## src/rtl/writeback_unit_if.sv

```systemverilog
// ---------------------------------------------------------------------------
// writeback_unit_if
// Result channel between a producer (ALU or load path) and writeback_unit.
//   res_valid : producer offers a completed result
//   res_rd    : destination register of the offered result
//   res_data  : result value
//   res_ready : writeback_unit accepts the offered result this cycle
// master = producer side, slave = writeback_unit side.
// ---------------------------------------------------------------------------
interface writeback_unit_if;
    logic        res_valid;
    logic [4:0]  res_rd;
    logic [31:0] res_data;
    logic        res_ready;

    modport master (
        output res_valid,
        output res_rd,
        output res_data,
        input  res_ready
    );

    modport slave (
        input  res_valid,
        input  res_rd,
        input  res_data,
        output res_ready
    );
endinterface

```

## src/rtl/writeback_unit.sv

```systemverilog
// ---------------------------------------------------------------------------
// writeback_unit
// Buffers completed results in a small FIFO and drains one entry per cycle
// into the register-file write port. It also keeps a per-register
// pending-write scoreboard and a sticky protocol-violation flag.
//
// Ports
//   CLK         : clock, all state updates on the rising edge
//   RESET       : synchronous, active-high reset
//   issue_valid : decode issues an instruction that writes issue_rd
//   issue_rd    : destination register of the issued instruction
//   res_if      : result channel (valid/rd/data in, ready out)
//   RegWrite    : register-file write enable (registered)
//   WriteReg    : register-file write address (registered)
//   WriteData   : register-file write data (registered)
//   busy        : pending-write scoreboard, bit r set while r awaits its write
//   err         : sticky protocol-violation flag
// ---------------------------------------------------------------------------
module writeback_unit #(
    parameter int DEPTH = 4
) (
    input  logic                 CLK,
    input  logic                 RESET,
    input  logic                 issue_valid,
    input  logic [4:0]           issue_rd,
    writeback_unit_if.slave      res_if,
    output logic                 RegWrite,
    output logic [4:0]           WriteReg,
    output logic [31:0]          WriteData,
    output logic [31:0]          busy,
    output logic                 err
);
    localparam int PTR_W = (DEPTH > 1) ? $clog2(DEPTH) : 1;
    localparam int CNT_W = PTR_W + 1;

    // Each FIFO entry packs {rd, data}.
    logic [36:0]      r_mem [DEPTH];
    logic [PTR_W-1:0] r_wr_ptr;
    logic [PTR_W-1:0] r_rd_ptr;
    logic [CNT_W-1:0] r_count;

    logic             r_reg_write;
    logic [4:0]       r_write_reg;
    logic [31:0]      r_write_data;
    logic [31:0]      r_busy;
    logic             r_err;

    logic             w_full;
    logic             w_ready;
    logic             w_accept;
    logic             w_push;
    logic             w_pop;
    logic [36:0]      w_head;
    logic [4:0]       w_head_rd;
    logic [CNT_W-1:0] w_count_next;
    logic [31:0]      w_busy_next;
    logic             w_issue_viol;
    logic             w_res_viol;

    // Ready depends only on stored occupancy, so a pop in the same cycle
    // never re-opens a full FIFO and there is no valid->ready path.
    assign w_full    = (r_count == CNT_W'(DEPTH));
    assign w_ready   = ~w_full;
    assign w_accept  = res_if.res_valid & w_ready;
    // Writes to r0 are architecturally meaningless: accept but drop them.
    assign w_push    = w_accept & (res_if.res_rd != 5'd0);
    assign w_pop     = (r_count != '0);
    assign w_head    = r_mem[r_rd_ptr];
    assign w_head_rd = w_head[36:32];

    always_comb begin
        w_count_next = r_count;
        case ({w_push, w_pop})
            2'b10:   w_count_next = r_count + 1'b1;
            2'b01:   w_count_next = r_count - 1'b1;
            default: w_count_next = r_count;
        endcase
    end

    // Scoreboard: a new issue wins over the clear from a same-edge pop,
    // because the new instruction's write is still outstanding.
    assign w_busy_next[0] = 1'b0;
    generate
        for (genvar gi = 1; gi < 32; gi++) begin : g_busy
            logic w_set;
            logic w_clr;
            assign w_set = issue_valid & (issue_rd == 5'(gi));
            assign w_clr = w_pop & (w_head_rd == 5'(gi));
            assign w_busy_next[gi] = w_set | (r_busy[gi] & ~w_clr);
        end
    endgenerate

    // Violations are judged against the scoreboard as it stood before this edge.
    assign w_issue_viol = issue_valid & (issue_rd != 5'd0) & r_busy[issue_rd];
    assign w_res_viol   = w_accept & (res_if.res_rd != 5'd0) & ~r_busy[res_if.res_rd];

    // Storage array kept free of reset so it can map onto RAM resources;
    // stale contents are unreachable once the pointers are reset.
    always_ff @(posedge CLK) begin
        if (w_push && !RESET) begin
            r_mem[r_wr_ptr] <= {res_if.res_rd, res_if.res_data};
        end
    end

    always_ff @(posedge CLK) begin
        if (RESET) begin
            r_wr_ptr     <= '0;
            r_rd_ptr     <= '0;
            r_count      <= '0;
            r_reg_write  <= 1'b0;
            r_write_reg  <= 5'd0;
            r_write_data <= 32'd0;
            r_busy       <= 32'd0;
            r_err        <= 1'b0;
        end else begin
            // DEPTH is a power of two, so natural pointer overflow wraps.
            if (w_push) begin
                r_wr_ptr <= r_wr_ptr + 1'b1;
            end
            if (w_pop) begin
                r_rd_ptr     <= r_rd_ptr + 1'b1;
                r_write_reg  <= w_head_rd;
                r_write_data <= w_head[31:0];
            end
            r_reg_write <= w_pop;
            r_count     <= w_count_next;
            r_busy      <= w_busy_next;
            if (w_issue_viol || w_res_viol) begin
                r_err <= 1'b1;
            end
        end
    end

    assign res_if.res_ready = w_ready;
    assign RegWrite         = r_reg_write;
    assign WriteReg         = r_write_reg;
    assign WriteData        = r_write_data;
    assign busy             = r_busy;
    assign err              = r_err;
endmodule
```

## src/flat_wrapper.sv

```systemverilog
// flat-port wrapper written by rule: the top's interface ports become plain ports
module writeback_unit_flat 
#(
    parameter int DEPTH = 4
)
  (CLK, RESET, issue_valid, issue_rd, RegWrite, WriteReg, WriteData, busy, err, res_if_res_valid, res_if_res_rd, res_if_res_data, res_if_res_ready);
  writeback_unit_if res_if_i ();
  input  logic CLK;
  input  logic RESET;
  input  logic issue_valid;
  input  logic [4:0] issue_rd;
  output logic RegWrite;
  output logic [4:0] WriteReg;
  output logic [31:0] WriteData;
  output logic [31:0] busy;
  output logic err;
  input wire logic [$bits(res_if_i.res_valid)-1:0] res_if_res_valid;
  input wire logic [$bits(res_if_i.res_rd)-1:0] res_if_res_rd;
  input wire logic [$bits(res_if_i.res_data)-1:0] res_if_res_data;
  output wire logic [$bits(res_if_i.res_ready)-1:0] res_if_res_ready;
  assign res_if_i.res_valid = res_if_res_valid;
  assign res_if_i.res_rd = res_if_res_rd;
  assign res_if_i.res_data = res_if_res_data;
  assign res_if_res_ready = res_if_i.res_ready;
  writeback_unit #(.DEPTH(DEPTH)) u_core (.CLK(CLK), .RESET(RESET), .issue_valid(issue_valid), .issue_rd(issue_rd), .res_if(res_if_i), .RegWrite(RegWrite), .WriteReg(WriteReg), .WriteData(WriteData), .busy(busy), .err(err));
endmodule
```

## config.mk

```make
export PLATFORM = sky130hd
export DESIGN_NAME = writeback_unit_flat
export DESIGN_NICKNAME = d
export VERILOG_FILES = /design/src/rtl/writeback_unit_if.sv /design/src/rtl/writeback_unit.sv /design/src/flat_wrapper.sv
export SDC_FILE = /design/constraint.sdc
export NUM_CORES = 1
export LEC_CHECK = 0
export BUFFER_PORTS_ARGS = -buffer_cell sky130_fd_sc_hd__buf_4
export CAP_MARGIN = 20
export CORE_ASPECT_RATIO = 1.75
export CORE_UTILIZATION = 45
export CTS_BUF_LIST = sky130_fd_sc_hd__clkbuf_8
export CTS_CLUSTER_SIZE = 24
export DETAILED_ROUTE_END_ITERATION = 8
export SLEW_MARGIN = 20
export SYNTH_ARGS = -nofsm -noshare
export SYNTH_HDL_FRONTEND = slang
export SYNTH_SLANG_ARGS = --single-unit
```

## constraint.sdc

```tcl
create_clock -name CLK -period 3.4 [get_ports CLK]
set_clock_uncertainty 0.2 [all_clocks]
set_input_delay 0.34 -clock CLK [delete_from_list [all_inputs] [get_ports CLK]]
set_output_delay 0.34 -clock CLK [all_outputs]
set_load 0.03 [all_outputs]
```

==> summary.txt, run 1 <==
Floorplan
  – Row count: 67
  – Starting Density: 46.4%
  – Top Ports: 118
  – Die X: 109 um
  – Die Area: 0.0205 sq mm
  – Core Area: 0.0193 sq mm
  – Die H: 189 um

Job
  – Max Cap Viol: 0

Logic synthesis
  – Top cells by area, synth: edfxtp_1, dfxtp_1, mux4_2
  – Syn Inst Count: 628
  – #FFs+latches synth: 227
  – Synth top area share: 49.6%
  – Asr flop ratio synth: 0%
  – Yosys Warn Count: 0
  – EDFF count, synth: 148
  – Mapped Nets: 680
  – Mapped Area: 0.00895 sq mm
  – Seq/Total Area, Yosys: 67.3%
  – Netlist cell types: 48
  – Most used DFF post-synth: edfxtp_1
  – Post-synth top area cell: edfxtp_1
  – Synth Area per Inst: 14.3 sq um

Worst setup path
  – Worst setup SP type: input port
  – Worst Setup End Kind: flop
  – CP max FO: 37
  – Peak per-stage delay on the critical path: 0.69 ns
  – Worst EP arrival: 2.76 ns
  – Critical setup path kind: input port to flop
  – Slowest cell on the critical path: or4_2
  – CP Data Required Time: 3.34 ns
  – Critical-path cell list: dlygate4sd3_1 -> buf_4 -> or4_2 -> o211ai_4 -> nor2_1 -> and2_2

Cells and area
  – Share of cells above drive strength 1: 28.3%
  – Most common cell after layout, fill and taps aside: edfxtp_1
  – Net count reported at finish: 842
  – # diodes: 0
  – Post-Route Utilization: 57.8%
  – Final Cell Area: 0.0111 sq mm
  – Layout area overhead: 24.5%
  – Non-Filler Instances: 1056
  – Most frequent cells in the layout: edfxtp_1, buf_4, nand2_1, dfxtp_1, a21oi_1

Detailed routing
  – Routed wire length: 21.3 mm
  – Initial DRC count: 242
  – Remaining DRCs: 0
  – WL/cell: 20.2 um
  – Routed via count: 5766
  – Post-DRT Antenna Nets: 0
  – Via density: 5.46
  – Pre-antenna DRT Iters: 5

Clock tree
  – Post-CTS Setup Bufs: 0
  – Max Root-Sink Buffers: 3
  – Clock latency on the worst-skew pair: 0.56 ns
  – Cts repair resizes: 0
  – Hold_buf cts: 42
  – CTS buffer count: 31
  – Clock-pin transition on the worst setup and hold timing paths: 0.07 ns
  – H-tree Lvls: 1
  – CTS tree: yes
  – Root Buffer Master: clkbuf_8
  – CTS sink cnt: 227

Min path
  – Type of the most critical hold path: input port to flop

Timing
  – Post-layout worst setup margin: 0.580 ns
  – Max Clock Freq: 355 MHz
  – Setup tns final: 0 ns
  – Minimum clock period: 2.82 ns
  – Max transition margin: 30.2%
  – Final setup fails: 0
  – Tcrit/Tclk final: 82.9%
  – Fin Hold WS: 0.0264 ns
  – Final Max Tran Viols: 0
  – RSZ-0062 raised after global routing: no
  – Slew @ Worst Pin: 1.05 ns
  – Final hold vios: 0

GRT
  – Grt total ovfl: 0
  – Gr usage total: 21.2%
  – First-pass GRT wire length: 32.2 mm
  – Initial antenna violation count: 0
  – Largest net degree at the start of global routing: 79
  – Vias in the first global route: 5949

Power and ir drop
  – Maximum VDD drop: 0.436 mV
  – P_leak: 4.04 nW
  – Switching power: 2.69 mW
  – Clk pwr share: 27.7%
  – Total power: 8.28 mW
  – P_int: 5.59 mW
  – Sw Share: 32.5%
  – PD cells: 743 mW/mm^2
  – Gate power share: 29.7%
  – Reg power frac: 42.6%

Placed design
  – RD Place Congestion: 0.934
  – Dpl cells: 956
  – Post-Place Worst Slack: 0.568 ns
  – # port buffers: 116
  – Placed instance area: 0.0100 sq mm
  – Detailed Place HPWL: 14.0 mm

Status
  – Outcome: complete, no violations
==> area by class of cell <==
| cell class | count | area (sq um) |
|---|---|---|
| tap | 241 | 302 |
| timing repair buffer | 165 | 1340 |
| clock inverter | 21 | 195 |
| sequential | 227 | 6030 |
| clock buffer | 37 | 509 |
| multi-input combinational | 357 | 2740 |
| fill | 1590 | 8140 |
| inverter | 8 | 30.0 |
==> worst max-delay path: cells and delay by family <==
| family | cells | cell delay [ns] |
|---|---|---|
| compound gates | 1 | 0.28 |
| simple gates | 3 | 1.35 |
| buf+inv | 2 | 0.76 |
==> power by group through the flow <==
stage	Clock [mW]	Combinational (mW)	Sequential, mW
2_1_floorplan	0	1.30	3.90
3_3_place_gp	0	2.42	3.57
3_5_place_dp	0	2.47	3.59
4_1_cts	2.34	2.51	3.53
5_1_grt	2.45	2.66	3.57
6_report	2.29	2.46	3.53
==> path summary, 6_finish.rpt <==
kind,start,to,slack [ns],cells after the start
setup / recovery,res_if_res_rd[0],u_core.r_mem[3][35]$_DFFE_PP_,0.58,6
hold / removal,res_if_res_valid,u_core.r_wr_ptr[0]$_SDFFE_PP0N_,0.03,4
hold reg to reg,u_core.WriteData[8]$_SDFFE_PP0P_,u_core.WriteData[8]$_SDFFE_PP0P_,0.25,2
setup reg to reg,u_core.r_count[0]$_SDFFE_PP0P_,u_core.r_mem[3][35]$_DFFE_PP_,0.89,5
==> per-layer routing <==
metal	wire length (um)	part of all wire, %	vias to the layer above	global-route usage (%)
met5	0	0	-	0
met3	830	3.9	64	2.59
met2	11800	55	186	39.9
met4	1100	5.2	0	11.3
li1	-	-	2671	-
met1	7590	36	2845	22.1
==> registers in the layout (all words and copies together) (netlist names), named ones only <==
| register | cells |
|---|---|
| u_core.r_mem | 148 |
| u_core.WriteData | 32 |
| u_core.busy | 31 |
| u_core.WriteReg | 5 |
| u_core.r_count | 3 |
| u_core.r_rd_ptr | 2 |
| u_core.r_wr_ptr | 2 |
| u_core.RegWrite | 1 |
| u_core.err | 1 |
==> cell usage after synthesis (3+ instances only) <==
cell	instances
buf_2	4
dfxtp_1	79
inv_1	8
nand2b_1	9
nor3_1	5
o21ai_0	28
buf_1	4
edfxtp_1	148
nor2b_1	3
mux2i_1	8
nand3_1	5
a21oi_1	71
nand2b_4	3
clkbuf_1	23
ha_1	5
nor2_1	18
o21ai_1	5
mux2_2	3
mux4_1	4
and2_1	6
nand2_1	112
mux4_2	44
==> logic make-up (layout without fill, tap and decap cells) <==
family,count (synthesis),in the layout,synth area share [%]
other cells,1,1,0.0419
buf+inv,44,231,2.24
mux,59,59,13.5
simple gates,171,171,8.51
compound gates,116,116,7.07
xor+xnor,4,4,0.391
fa+ha+maj,6,6,0.922
flops,227,227,67.3
Power figures use the tool's default switching activity.
==> inputs of run 2 (changes only) <==
- clock period: 3.4 -> 2.8 ns (I/O delays scaled with it)
==> summary.txt, run 2 (synthesis gave the netlist of run 1 again) <==
Worst setup path
  – Critical-path cell list: dlygate4sd3_1 -> buf_4 -> or4_2 -> o211ai_4 -> ha_1 -> fa_1 -> xnor2_1 -> or3_1 -> a21oi_1 (was dlygate4sd3_1 -> buf_4 -> or4_2 -> o211ai_4 -> nor2_1 -> and2_2)
  – CP Data Required Time: 3.01 ns (was 3.34 ns)
  – Worst EP arrival: 2.90 ns (was 2.76 ns)
  – Critical setup path kind: input port to flop (unchanged)
  – Peak per-stage delay on the critical path: 0.74 ns (was 0.69 ns)
  – Worst setup SP type: input port (unchanged)
  – CP bufs+invs: 2 (unchanged)
  – Slowest cell on the critical path: or4_2 (unchanged)
  – CP top delay family: simple AND/OR/NAND/NOR gates (unchanged)
  – Worst Setup End Kind: flop (unchanged)
  – CP max FO: 7 (was 37)

Timing
  – Fin Hold WS: 0.0503 ns (was 0.0264 ns)
  – Final Max Tran Viols: 0 (unchanged)
  – Max Clock Freq: 372 MHz
  – Tcrit/Tclk final: 96.1%
  – Minimum clock period: 2.69 ns
  – Slew @ Worst Pin: 0.853 ns (was 1.05 ns)
  – Setup tns final: 0 ns (unchanged)
  – RSZ-0062 raised after global routing: no (unchanged)
  – Final setup fails: 0 (unchanged)
  – Final hold vios: 0 (unchanged)
  – Max transition margin: 43.1% (was 30.2%)

Clock tree
  – Cts repair resizes: 0 (unchanged)
  – Max Root-Sink Buffers: 3 (unchanged)
  – CTS tree: yes (unchanged)
  – H-tree Lvls: 2 (was 1)
  – Root Buffer Master: clkbuf_8 (unchanged)
  – CTS buffer count: 34 (was 31)
  – Clock-pin transition on the worst setup and hold timing paths: 0.06 ns (was 0.07 ns)
  – Clock latency on the worst-skew pair: 0.49 ns (was 0.56 ns)
  – CTS sink cnt: 227 (unchanged)

Cells and area
  – Largest Register: u_core.r_mem (unchanged)
  – Largest register FFs: 148 (unchanged)
  – Most common cell after layout, fill and taps aside: edfxtp_1 (unchanged)
  – Share of cells above drive strength 1: 28.2% (was 28.3%)
  – Layout area overhead: 24.5% (about the same)
  – Most frequent cells in the layout: edfxtp_1, buf_4, nand2_1, dfxtp_1, a21oi_1 (unchanged)
  – Final Cell Area: 0.0111 sq mm (about the same)
  – Net count reported at finish: 851 (was 842)
  – Post-Route Utilization: 57.8% (about the same)
  – # diodes: 0 (unchanged)

Power and ir drop
  – PD cells: 877 mW/mm^2 (was 743 mW/mm^2)
  – Gate power share: 31.5% (was 29.7%)
  – P_leak: 4.05 nW (was 4.04 nW)
  – P_int: 6.48 mW (was 5.59 mW)
  – Reg power frac: 43.4% (was 42.6%)
  – Total power: 9.78 mW (was 8.28 mW)
  – Maximum VDD drop: 0.448 mV (was 0.436 mV)
  – Clk pwr share: 25.2% (was 27.7%)
  – Switching power: 3.30 mW (was 2.69 mW)
  – Sw Share: 33.7% (was 32.5%)

Min path
  – Type of the most critical hold path: input port to flop (unchanged)

Floorplan
  – Top Ports: 118 (unchanged)
  – Die Area: 0.0205 sq mm (unchanged)
  – Die X: 109 um (unchanged)
  – Core Area: 0.0193 sq mm (unchanged)
  – Starting Density: 46.4% (unchanged)
  – Die H: 189 um (unchanged)
  – Row count: 67 (unchanged)

Detailed routing
  – Via density: 5.41 (was 5.46)
  – WL/cell: 20.3 um (was 20.2 um)
  – Post-DRT Antenna Nets: 0 (unchanged)
  – Pre-antenna DRT Iters: 4 (was 5)
  – Remaining DRCs: 0 (unchanged)
  – Routed via count: 5758 (was 5766)
  – Initial DRC count: 247 (was 242)
  – Routed wire length: 21.6 mm (was 21.3 mm)

Placed design
  – Placed instance area: 0.0101 sq mm (was 0.0100 sq mm)
  – Detailed Place HPWL: 14.3 mm (was 14.0 mm)
  – # port buffers: 116 (unchanged)
  – RD Place Congestion: 0.890 (was 0.934)

GRT
  – Largest net degree at the start of global routing: 79 (unchanged)
  – Grt total ovfl: 0 (unchanged)
  – Vias in the first global route: 6069 (was 5949)
  – Gr usage total: 21.9% (was 21.2%)
  – First-pass GRT wire length: 33.2 mm (was 32.2 mm)
  – Initial antenna violation count: 0 (unchanged)

Job
  – Max Cap Viol: 0 (unchanged)

Status
  – Outcome: complete, no violations (unchanged)
==> run 2: cell count changes in the layout (fill, tap and decap cells not counted), sizes merged <==
cell and change:
buf +7, inv +5, bufinv -4, clkbuf +1, clkinv +1, dlygate4sd3 -1
==> run 2: power groups by stage <==
| stage | Sequential [mW] | Combinational (mW) | Clock, mW |
|---|---|---|---|
| floorplan | 4.74 | 1.58 | 0 |
| global placement | 4.29 | 3.06 | 0 |
| detailed placement | 4.31 | 3.08 | 0 |
| CTS | 4.24 | 3.13 | 2.53 |
| global route | 4.29 | 3.32 | 2.67 |
| finish | 4.24 | 3.08 | 2.46 |
==> run 2: final timing paths <==
path,from,end,slack [ns],cells past startpoint
worst max-delay path,res_if_res_rd[4],u_core.r_count[2]$_SDFFE_PP0P_,0.11,9
worst max register to register,u_core.r_count[0]$_SDFFE_PP0P_,u_core.busy[31]$_SDFF_PP0_,0.44,7
worst min register to register,u_core.WriteData[2]$_SDFFE_PP0P_,u_core.WriteData[2]$_SDFFE_PP0P_,0.25,2
worst min-delay path,res_if_res_rd[0],u_core.r_mem[0][32]$_DFFE_PP_,0.05,2
==> run 2: layout make-up <==
type,instances,area (sq um)
clock inverters,23,93.8
repair buffers,171,1440
well taps,241,302
fillers,1598,8130
flip-flops and latches,227,6030
clock buffers,38,523
multi-input cells,357,2740
inverters,8,30.0
==> run 2: routing by layer <==
layer | vias up | GRT usage, % | share of wire [%]
met5 | - | 0 | 0
met3 | 69 | 2.66 | 3.6
li1 | 2684 | - | -
met2 | 177 | 40.8 | 55
met1 | 2828 | 23.5 | 36
met4 | 0 | 11.4 | 4.9
==> run 2: stage by stage <==
step,setup slack [ns],std cells
final,0.110,1065
after CTS,0.107,1065
after global routing,0.0343,1065
after detailed placement,0.173,963
after floorplan,0.219,628
after global placement,0.200,963
==> run 2: what timing repair did <==
item | CTS | global route
hold buffers | 41 | 0
hold endpoints to repair | 152 | 0
buffers inserted | 0 | 0
==> inputs of run 3 (changes only) <==
- clock period: 2.8 -> 2.7 ns (I/O delays scaled with it)
==> summary.txt, run 3 (synthesis gave the netlist of run 1 again) <==
GRT
  – Met3 usage: 2.87% (was 2.66%)
  – Vias in the first global route: 6219 (was 6069)
  – Initial antenna violation count: 0 (unchanged)
  – Global Route met2 Usage: 41.5% (was 40.8%)
  – Gr usage total: 21.6% (was 21.9%)
  – Busiest grt layer: met2 (unchanged)
  – Grt total ovfl: 0 (unchanged)
  – First-pass GRT wire length: 33.3 mm (was 33.2 mm)
  – Largest net degree at the start of global routing: 56 (was 79)
  – Global Route met1 Usage: 22.7% (was 23.5%)

Placed design
  – Detailed Place HPWL: 14.6 mm (was 14.3 mm)
  – RD Place Congestion: 0.870 (was 0.890)
  – Post-Place Worst Slack: 0.0875 ns (was 0.173 ns)
  – # port buffers: 116 (unchanged)
  – Placed instance area: 0.0102 sq mm (was 0.0101 sq mm)

Detailed routing
  – WL/cell: 20.1 um (was 20.3 um)
  – Remaining DRCs: 0 (unchanged)
  – Routed via count: 5802 (was 5758)
  – Pre-antenna DRT Iters: 6 (was 4)
  – Post-DRT Antenna Nets: 0 (unchanged)
  – Routed wire length: 21.5 mm (was 21.6 mm)
  – Initial DRC count: 281 (was 247)
  – Via density: 5.42 (was 5.41)

Floorplan
  – Core Area: 0.0193 sq mm (unchanged)
  – Row count: 67 (unchanged)
  – Die Area: 0.0205 sq mm (unchanged)
  – Top Ports: 118 (unchanged)
  – Die X: 109 um (unchanged)
  – Starting Density: 46.4% (unchanged)
  – Die H: 189 um (unchanged)

Job
  – Max Cap Viol: 0 (unchanged)

Clock tree
  – CTS sink cnt: 227 (unchanged)
  – CTS buffer count: 31 (was 34)
  – Max Root-Sink Buffers: 3 (unchanged)
  – Clock latency on the worst-skew pair: 0.55 ns (was 0.49 ns)
  – H-tree Lvls: 1 (was 2)
  – Root Buffer Master: clkbuf_8 (unchanged)
  – Clock-pin transition on the worst setup and hold timing paths: 0.06 ns (about the same)
  – CTS tree: yes (unchanged)

Power and ir drop
  – Sw Share: 33.3% (was 33.7%)
  – P_leak: 4.09 nW (was 4.05 nW)
  – P_int: 6.78 mW (was 6.48 mW)
  – Total power: 10.2 mW (was 9.78 mW)
  – Reg power frac: 43.5% (was 43.4%)
  – PD cells: 906 mW/mm^2 (was 877 mW/mm^2)
  – Clk pwr share: 24.9% (was 25.2%)
  – Switching power: 3.39 mW (was 3.30 mW)
  – Maximum VDD drop: 0.493 mV (was 0.448 mV)
  – Gate power share: 31.6% (was 31.5%)

Timing
  – Final setup fails: 0 (unchanged)
  – RSZ-0062 raised after global routing: no (unchanged)
  – Post-layout worst setup margin: 0.121 ns (was 0.110 ns)
  – Slew @ Worst Pin: 0.855 ns (was 0.853 ns)
  – Final hold vios: 0 (unchanged)
  – Final Max Tran Viols: 0 (unchanged)
  – Tcrit/Tclk final: 95.5%
  – Max Clock Freq: 388 MHz
  – Max transition margin: 42.9% (was 43.1%)
  – Minimum clock period: 2.58 ns
  – Setup tns final: 0 ns (unchanged)

Worst setup path
  – Worst EP arrival: 2.85 ns (was 2.90 ns)
  – Critical setup path kind: input port to flop (unchanged)
  – Worst setup SP type: input port (unchanged)
  – Worst Setup End Kind: flop (unchanged)
  – CP max FO: 7 (unchanged)
  – CP Data Required Time: 2.97 ns (was 3.01 ns)

Cells and area
  – Share of cells above drive strength 1: 29.1% (was 28.2%)
  – Largest Register: u_core.r_mem (unchanged)
  – # diodes: 0 (unchanged)
  – Post-Route Utilization: 58.2% (was 57.8%)
  – Largest register FFs: 148 (unchanged)
  – Net count reported at finish: 857 (was 851)
  – Final Cell Area: 0.0112 sq mm (was 0.0111 sq mm)
  – Layout area overhead: 25.4% (was 24.5%)
  – Most frequent cells in the layout: edfxtp_1, buf_4, nand2_1, dfxtp_1, a21oi_1 (unchanged)
  – Most common cell after layout, fill and taps aside: edfxtp_1 (unchanged)

Min path
  – Type of the most critical hold path: input port to flop (unchanged)

Status
  – Outcome: complete, no violations (unchanged)
==> run 3: repair_timing <==
item                                    4_1_cts  5_1_grt
hold buffers                                 43        0
resized for setup                             0        2
buffers inserted                              0        0
hold endpoints to repair                    180        0
endpoints found under the setup margin        0        1
==> run 3: cell type report <==
cell class / count / area, sq um
Fill cell: 1597 / 8050
Sequential cell: 227 / 6030
Multi-Input combinational cell: 357 / 2750
Timing Repair Buffer: 180 / 1510
Clock buffer: 36 / 495
Tap cell: 241 / 302
Clock inverter: 21 / 116
Inverter: 8 / 30.0
==> run 3: worst max-delay path: stages <==
cell	delay, ns
dlygate4sd3_1	0.54
buf_4	0.17
or4_2	0.71
o211ai_4	0.23
ha_4	0.18
fa_1	0.19
xnor2_1	0.10
or3_1	0.31
a21oi_1	0.15
==> run 3: routing by layer <==
layer,share of wire (%),up-vias
li1,-,2689
met1,36,2891
met2,57,168
met3,3.7,54
met4,3.8,0
met5,0,-
==> run 3: path summary, 6_finish.rpt <==
| kind | start | to | slack (ns) | depth (start not counted) |
|---|---|---|---|---|
| setup / recovery | res_if_res_rd[4] | u_core.r_count[2]$_SDFFE_PP0P_ | 0.12 | 9 |
| hold / removal | res_if_res_valid | u_core.r_count[0]$_SDFFE_PP0P_ | 0.07 | 5 |
| setup reg to reg | u_core.busy[10]$_SDFF_PP0_ | u_core.err$_SDFFE_PP0P_ | 0.37 | 6 |
| hold reg to reg | u_core.WriteData[8]$_SDFFE_PP0P_ | u_core.WriteData[8]$_SDFFE_PP0P_ | 0.25 | 2 |
==> run 3: power by group through the flow <==
stage | clock [mW] | sequential (mW) | combinational [mW]
floorplan | 0 | 4.91 | 1.64
finish | 2.53 | 4.43 | 3.21
CTS | 2.60 | 4.43 | 3.24
global placement | 0 | 4.47 | 3.14
detailed placement | 0 | 4.50 | 3.18
global route | 2.75 | 4.47 | 3.47
==> run 3: per-stage QoR <==
step                      hold slack (ns)  instances
after floorplan                     0.169        628
after global placement              0.240        970
after detailed placement            0.249        970
after CTS                          0.0216       1070
after global routing               0.0715       1070
final                              0.0724       1070
